## config.mk

```make
export PLATFORM = sky130hd
export DESIGN_NAME = mdu_iter
export DESIGN_NICKNAME = d
export VERILOG_FILES = /design/src/rtl/mdu_iter.sv
export SDC_FILE = /design/constraint.sdc
export NUM_CORES = 2
export LEC_CHECK = 0
export ABC_AREA = 1
export CORE_MARGIN = 5
export CORE_UTILIZATION = 45
export DETAILED_ROUTE_END_ITERATION = 6
export PLACE_DENSITY = 0.61
export SLEW_MARGIN = 10
export SYNTH_ARGS = -nofsm -noshare
export SYNTH_HDL_FRONTEND = slang
export SYNTH_SLANG_ARGS = --single-unit
```

## constraint.sdc

```tcl
create_clock -name clk -period 12.1 [get_ports clk]
set_clock_uncertainty 0.15 [all_clocks]
set_input_delay 3.63 -clock clk [delete_from_list [all_inputs] [get_ports clk]]
set_output_delay 3.63 -clock clk [all_outputs]
set_load 0.05 [all_outputs]
```

## src/rtl/mdu_iter.sv

```systemverilog
// Iterative multiply/divide unit holding HI/LO: fixed-latency multiply/accumulate and
// radix-2 restoring divide. Define MDU_DIV0_FAST_EN to finish divide-by-zero in one cycle.
module mdu_iter #(
    parameter int unsigned WIDTH   = 32,
    parameter int unsigned MUL_LAT = 5
) (
    input  logic             clk,
    input  logic             reset_n,
    input  logic             start,
    input  logic [3:0]       mdu_op,
    input  logic             cancel,
    input  logic [WIDTH-1:0] in1,
    input  logic [WIDTH-1:0] in2,
    output logic             busy,
    output logic             stall,
    output logic             done,
    output logic [WIDTH-1:0] hi,
    output logic [WIDTH-1:0] lo
);
    localparam int unsigned CW = $clog2(WIDTH + MUL_LAT + 2);
    localparam logic [CW-1:0] MUL_INIT = CW'(MUL_LAT - 1);
    localparam logic [CW-1:0] DIV_INIT = CW'(WIDTH + 1);

    typedef enum logic [1:0] {StIdle, StMul, StDiv} state_e;

    state_e r_state, w_state_next;
    logic [CW-1:0]    r_cnt;
    logic [3:0]       r_op;
    logic [WIDTH-1:0] r_a, r_b, r_hi, r_lo, r_quo, r_rem, r_dvs;
    logic             r_done;

    logic             w_accept, w_is_mul, w_is_div, w_write, w_sgn, w_a_neg, w_b_neg, w_ge;
    logic [CW-1:0]    w_div_init;
    logic [2*WIDTH-1:0] w_ma, w_mb, w_prod, w_acc, w_mul_res, w_result;
    logic [WIDTH-1:0] w_a_abs, w_b_abs, w_sub, w_q_fix, w_r_fix;
    logic [WIDTH:0]   w_shift;

    assign w_is_mul = (mdu_op == 4'd1) || (mdu_op == 4'd2) ||
                      (mdu_op >= 4'd5 && mdu_op <= 4'd8);
    assign w_is_div = (mdu_op == 4'd3) || (mdu_op == 4'd4);
    assign w_accept = start && !cancel && (r_state == StIdle);

`ifdef MDU_DIV0_FAST_EN
    assign w_div_init = (in2 == '0) ? '0 : DIV_INIT;
`else
    assign w_div_init = DIV_INIT;
`endif

    // Multiply: sign/zero-extend to 2*WIDTH so the truncated product is exact mod 2^(2W).
    assign w_sgn     = (r_op == 4'd1) || (r_op == 4'd3) || (r_op == 4'd5) || (r_op == 4'd7);
    assign w_a_neg   = w_sgn && r_a[WIDTH-1];
    assign w_b_neg   = w_sgn && r_b[WIDTH-1];
    assign w_ma      = {{WIDTH{w_a_neg}}, r_a};
    assign w_mb      = {{WIDTH{w_b_neg}}, r_b};
    assign w_prod    = w_ma * w_mb;
    assign w_acc     = {r_hi, r_lo};

    always_comb begin
        w_mul_res = w_prod;
        if (r_op == 4'd5 || r_op == 4'd6) begin
            w_mul_res = w_acc + w_prod;
        end else if (r_op == 4'd7 || r_op == 4'd8) begin
            w_mul_res = w_acc - w_prod;
        end
    end

    // Divide: operate on magnitudes, fix signs on the final write.
    assign w_a_abs = w_a_neg ? -r_a : r_a;
    assign w_b_abs = w_b_neg ? -r_b : r_b;
    assign w_shift = {r_rem, r_quo[WIDTH-1]};
    assign w_ge    = w_shift >= {1'b0, r_dvs};
    // The true difference is below 2^WIDTH whenever it is taken, so low-bit math is exact.
    assign w_sub   = w_shift[WIDTH-1:0] - r_dvs;
    assign w_q_fix = (w_a_neg ^ w_b_neg) ? -r_quo : r_quo;
    assign w_r_fix = w_a_neg ? -r_rem : r_rem;

    always_comb begin
        w_result = w_mul_res;
        if (r_state == StDiv) begin
            if (r_b == '0) begin
                w_result = {r_a, {WIDTH{1'b1}}};
            end else begin
                w_result = {w_r_fix, w_q_fix};
            end
        end
    end

    always_ff @(posedge clk or negedge reset_n) begin
        if (!reset_n) begin
            r_state <= StIdle;
        end else begin
            r_state <= w_state_next;
        end
    end

    always_comb begin
        w_state_next = r_state;
        unique case (r_state)
            StIdle: begin
                if (w_accept && w_is_mul) begin
                    w_state_next = StMul;
                end else if (w_accept && w_is_div) begin
                    w_state_next = StDiv;
                end
            end
            StMul, StDiv: begin
                if (cancel || r_cnt == '0) begin
                    w_state_next = StIdle;
                end
            end
            default: w_state_next = StIdle;
        endcase
    end

    always_comb begin
        busy    = (r_state != StIdle);
        stall   = busy || (start && mdu_op >= 4'd1 && mdu_op <= 4'd8);
        w_write = busy && !cancel && (r_cnt == '0);
    end

    always_ff @(posedge clk or negedge reset_n) begin
        if (!reset_n) begin
            r_cnt  <= '0;
            r_op   <= '0;
            r_a    <= '0;
            r_b    <= '0;
            r_hi   <= '0;
            r_lo   <= '0;
            r_quo  <= '0;
            r_rem  <= '0;
            r_dvs  <= '0;
            r_done <= 1'b0;
        end else begin
            r_done <= w_write;
            if (w_accept) begin
                r_op <= mdu_op;
                r_a  <= in1;
                r_b  <= in2;
                if (w_is_mul) r_cnt <= MUL_INIT;
                if (w_is_div) r_cnt <= w_div_init;
                if (mdu_op == 4'd9)  r_hi <= in1;
                if (mdu_op == 4'd10) r_lo <= in1;
            end else if (busy) begin
                if (cancel) begin
                    r_cnt <= '0;
                end else if (r_cnt != '0) begin
                    r_cnt <= r_cnt - CW'(1);
                    if (r_state == StDiv && r_cnt == DIV_INIT) begin
                        r_quo <= w_a_abs;
                        r_rem <= '0;
                        r_dvs <= w_b_abs;
                    end else if (r_state == StDiv) begin
                        r_rem <= w_ge ? w_sub : w_shift[WIDTH-1:0];
                        r_quo <= {r_quo[WIDTH-2:0], w_ge};
                    end
                end
            end
            if (w_write) begin
                {r_hi, r_lo} <= w_result;
            end
        end
    end

    assign done = r_done;
    assign hi   = r_hi;
    assign lo   = r_lo;
endmodule
```

After elaboration in Yosys (flattened, before gate mapping)
Index checks and enable logic that the tools add are counted.
- register bits: 237
- mux-type cells: 29
- eq/ne operators: 18
- $lt $le $gt $ge: 4
- add/sub/neg operators: 8
- multiply operators: 1
- bitwise logic cells: 3
- reductions and logical operators: 41
- operator list (kind ; number):
    $mux W32 ; 15
    $mux W64 ; 4
    $neg A32 Y32 ; 4
    $add A64 B64 Y64 ; 1
    $mul A33 B33 Y64 ; 1
    $sub A64 B64 Y64 ; 1
    $mux W6 ; 6
    $ge A33 B32 Y1 ; 1
    $logic_not A32 Y1 ; 1
    $sub A32 B32 Y32 ; 1
    $eq A4 B3 Y1 const B ; 4
    $eq A4 B2 Y1 const B ; 3
    $eq A4 B4 Y1 const B ; 3
    $logic_and A1 B1 Y1 ; 12
    $reduce_bool A2 Y1 ; 6
    $logic_or A1 B1 Y1 ; 10
    $reduce_and A5 Y1 ; 2
    $eq A4 B1 Y1 const B ; 2
    $eq A6 B6 Y1 const B ; 1
    $logic_not A6 Y1 ; 1
    $mux W2 ; 3
    $ne A3 B1 Y1 const B ; 2
    $reduce_and A2 Y1 ; 3
    $reduce_bool A6 Y1 ; 1
    15 further kinds ; 16

Longest topological paths before layout
- depth in word-level cells: 11
- depth in mapped cells: 55
- gate-level depth less buffers: 51

Worst setup path after synthesis
Ideal clock, no wire load.
- path type: register to register
- start: reg r_a[31]
- end: reg r_hi[22], in the netlist hi[22]
- path slack: 2945 ps
- arrival: 8889 ps
- period minus slack after synthesis: 9155 ps
- required time: 11833 ps
- library setup time: 117 ps
- stages on the path, launching flop included: 42
- path buffers: 3
- path through: dfrtp_1 buf_2 buf_1 nand2_1 nor2_1 fa_1 fa_1 fa_1 fa_1 inv_1 fa_1 fa_1 fa_1 fa_1 inv_1 ha_1 a21oi_1 o21ai_0 [6 not listed] ha_1 clkbuf_1 nor2_1 inv_1 nor2_1 inv_1 nor2_1 inv_1 nor4_1 nand2_1 nand3_1 nand2_1 nand3_1 nand3_1 nand2_1 nand2_1 nand2_1 nand2_1
- word-level cells in the longest chain between the ends: 7
- elaborated cells between the ends (all ways): 10
- those cells by class: add/sub: 2; mul: 1; mux: 6; reduce/logical: 1
- RTL lines (item ; line ; text):
    start: declaration ; 29 ; logic [WIDTH-1:0] r_a, r_b, r_hi, r_lo, r_quo, r_rem, r_dvs;
    start signal: assignment ; 137 ; r_a <= in1;
    $logic_and A1 B1 Y1 ; 51 ; assign w_a_neg = w_sgn && r_a[WIDTH-1];
    $mul A33 B33 Y64 ; 55 ; assign w_prod = w_ma * w_mb;
    $sub A64 B64 Y64 ; 63 ; w_mul_res = w_acc - w_prod;
    $mux W64 ; 62 ; end else if (r_op == 4'd7 || r_op == 4'd8) begin
    $mux W64 ; 60 ; if (r_op == 4'd5 || r_op == 4'd6) begin
    $mux W64 * ; 79 ; if (r_state == StDiv) begin
    $mux W32 * ; 158 ; if (w_write) begin
    end signal: assignment ; 141 ; if (mdu_op == 4'd9) r_hi <= in1;
    end signal: assignment ; 159 ; {r_hi, r_lo} <= w_result;
    end: declaration ; 29 ;
Mark *: on every way between the ends. The rest lies on a longest branch, timed or not.
A chain may end at the register's enable or synchronous reset.

Worst setup path after layout
- start: reg r_op[3]
- end: reg r_hi[29], in the netlist hi[29]
- word-level cells in the longest chain between the ends: 11
- elaborated cells between the ends (all ways): 22
- those cells by class: add/sub: 2; mul: 1; eq/ne: 6; mux: 6; reduce/logical: 7
- RTL lines (item ; line ; text):
    start: declaration ; 28 ; logic [3:0] r_op;
    start signal: assignment ; 136 ; r_op <= mdu_op;
    $eq A4 B1 Y1 or $eq A4 B2 Y1 (tied branches) ; 50 ; assign w_sgn = (r_op == 4'd1) || (r_op == 4'd3) || (r_op == 4'd5) || (r_op == 4'd7);
    $logic_or A1 B1 Y1 (3 in a row) ; 50 ;
    $logic_and A1 B1 Y1 (on tied branches) ; 51, 52 ;
    $mul A33 B33 Y64 ; 55 ;
    $sub A64 B64 Y64 ; 63 ;
    $mux W64 ; 62 ;
    $mux W64 ; 60 ;
    $mux W64 * ; 79 ;
    $mux W32 * ; 158 ;
Marks and branches as above.

==> flow_summary_export.csv <==
group,metric,value,unit
clock_tree,clk_pin_slew_worst_paths,0.08,ns
job,maxCapViolCount,0,
die,rows,141,
detailed_routing,ant_nets,0,
yosys,synth_edf_count,0,
timing,post-route-min-period,11.68,ns
outcome,violations,"design-rule violations",
timing,max_clock_freq,85.6,MHz
timing,slew_violations,0,
placed_design,dp_hpwl,264,mm
timing,tns,0,ns
clock_tree,clockRootBuffer,"clkbuf_16",
global_routing,grt_max_degree,107,
die,io_pins,139,
clock_tree,h-tree-depth,2,
outcome,status,"finished with violations",
hold_path,hp-class,"flop to flop",
yosys,yosysTopAreaCell,"fa_1",
die,die_y,394,um
die,start_util,0.451,
clock_tree,clk_latency,0.60,ns
worst_setup_path,crit_path_end_kind,"flop",
detailed_routing,drc,2,
detailed_routing,postRouteWirelength,309,mm
detailed_routing,vias,64500,
global_routing,grt_pass1_vias,65000,
yosys,synth-seq-cells,237,
global_routing,grt_overflow_total,0,
global_routing,grtUsageMet1,0.547,
timing,grt_setup_unrepaired,"false",
timing,slew-limit-headroom,0.162,
yosys,async_flop_share,1.00,
clock_tree,numClockSinks,237,
yosys,ys_seq_area_frac,0.0892,
clock_tree,cts_buffer_depth,3,
worst_setup_path,cp.required,12.42,ns
yosys,ys_types,66,
yosys,synth_top_area_share,0.340,
timing,setup_violations,0,
timing,fin_crit_sh,0.965,
worst_setup_path,critPathLaunchType,"flop",
cells_and_area,syn_to_final_growth,8.52,%
placed_design,port_buffers,138,
worst_setup_path,cp_max_fo,10,
global_routing,use_met2,0.577,
cells_and_area,post_route_cells_drive_above_1_share,0.0497,
global_routing,grt_use_total,0.392,
worst_setup_path,crit_type,"flop to flop",
timing,hold_viol_final,0,
die,coreArea,147000,um2
yosys,yosysWarnings,0,
detailed_routing,vias_per_cell,5.64,
worst_setup_path,arrival,12.01,ns
worst_setup_path,slowest_stage,"fa_1",
yosys,syn_inst,9435,
timing,hold_slack,0.340,ns
global_routing,grtUsageMet3,0.0931,
detailed_routing,routedWlPerCell,27.0,um
detailed_routing,drtIter0Drc,6984,
die,die_w,394,um
yosys,syn-num-nets,11000,
timing,setup_slack,0.420,ns
cells_and_area,stdcell_area,72200,um2
global_routing,antenna_found_initial,23,
yosys,synth.top_cells.by_area,"fa_1, nand2_1, inv_1, dfrtp_1, ha_1",
die,die_area,156000,um2
placed_design,placed_cell_area,70900,um2
placed_design,place_ws,0.314,ns
clock_tree,cts_buffers,34,
global_routing,grt.busiest_layer,"met2",
cells_and_area,fin_nets,11100,
yosys,netlist_area,66500,um2
yosys,synth_area_per_cell,7.05,um2
global_routing,grt_pass1_wl,448,mm
clock_tree,cts_tree,"done",
timing,worst_pin_slew,1.25,ns
yosys,synth_ff_type,"dfrtp_1",
worst_setup_path,slowest_delay,0.57,ns
placed_design,globalplace.congestion,1.04,
detailed_routing,first_pass_iters,7,
cells in the final DEF, fill, tap and decap left out, types with 34 or more instances in the layout:
cell type / instances
o21bai_1: 53
xnor2_1: 35
ha_1: 383
o21ai_0: 415
nand2_1: 2410
nor2_1: 712
nor3_1: 64
nand4_1: 73
o21ai_1: 51
inv_1: 2144
nand3_1: 368
clkdlybuf4s50_1: 137
a21oi_1: 417
buf_4: 291
dfrtp_1: 226
clkbuf_16: 34
fa_1: 1128
o211ai_1: 41
xor2_1: 133
routing by layer:
metal	part of all wire	wire length (um)
met1	0.42	129000
met2	0.42	128000
met3	0.10	32100
met4	0.060	18600
met5	0.00040	124
sequential cells by signal, summed over array words and instances (netlist names):
signal / flops
r_op: 4
lo: 32
r_cnt: 6
r_state: 2
r_quo: 32
done: 1
r_a: 32
hi: 32
r_b: 32
r_rem: 32
r_dvs: 32
cell families after synthesis:
logic type	Yosys count	synth area share
AOI/OAI and AO/OA	1162	0.0981
xor gates and xnor gates	168	0.0221
adders and majority gates	1512	0.412
buffers and inverters	2605	0.149
DFF	237	0.0892
and+or+nand+nor	3751	0.229
worst max-delay path: cells and delay by family (launching register included):
kind	cells	cell delay [ns]
buffers and inverters	11	1.86
flip-flops	1	0.40
adder cells (fa/ha/maj)	10	4.70
AO/OA/AOI/OAI	5	1.42
AND/OR/NAND/NOR	19	2.98
synth_stat cells (53+ instances only):
master and count:
a21oi_1 418, buf_1 109, buf_2 91, clkbuf_1 222
dfrtp_1 237, fa_1 1128, ha_1 384, inv_1 2148
nand2_1 2412, nand3_1 368, nand4_1 73, nor2_1 714
nor3_1 64, o21ai_0 420, o21bai_1 53, xor2_1 133
repair_timing:
item | in CTS | in global routing
gates resized for setup | 0 | 14
hold buffers | 0 | 0
setup endpoints to repair | 0 | 8
buffers inserted | 0 | 1
endpoints found under the hold margin | 0 | 0
stage by stage:
stage          utilization  cells
6_report             0.490  11400
5_1_grt              0.490  11400
4_1_cts              0.489  11400
3_5_place_dp         0.481  11400
3_3_place_gp         0.481  11400
2_1_floorplan            -   9435
worst paths after layout:
check,start,endpoint,slack (ns),cells after the start
max in group asynchronous,reset_n,r_a[18]$_DFFE_PN0P_,6.56,3
worst max register to register,r_op[3]$_DFFE_PN0P_,hi[29]$_DFFE_PN0P_,0.42,45
worst max-delay path,r_op[3]$_DFFE_PN0P_,hi[29]$_DFFE_PN0P_,0.42,45
worst min register to register,r_dvs[17]$_DFFE_PN0P_,r_dvs[17]$_DFFE_PN0P_,0.34,2
min in group asynchronous,reset_n,r_cnt[2]$_DFFE_PN0P_,2.97,1
worst min-delay path,r_dvs[17]$_DFFE_PN0P_,r_dvs[17]$_DFFE_PN0P_,0.34,2
cell type report:
cell class	instances	area, um2
Multi-Input combinational cell	6593	50700
Tap cell	1930	2410
Clock buffer	40	893
Timing Repair Buffer	436	3710
Antenna cell	10	25.0
Fill cell	15000	75100
Sequential cell	237	5940
Inverter	2170	8160
Clock inverter	22	324
Power is not shown: default switching activity piles up to over one toggle a cycle in this logic, so the estimate is an artifact.
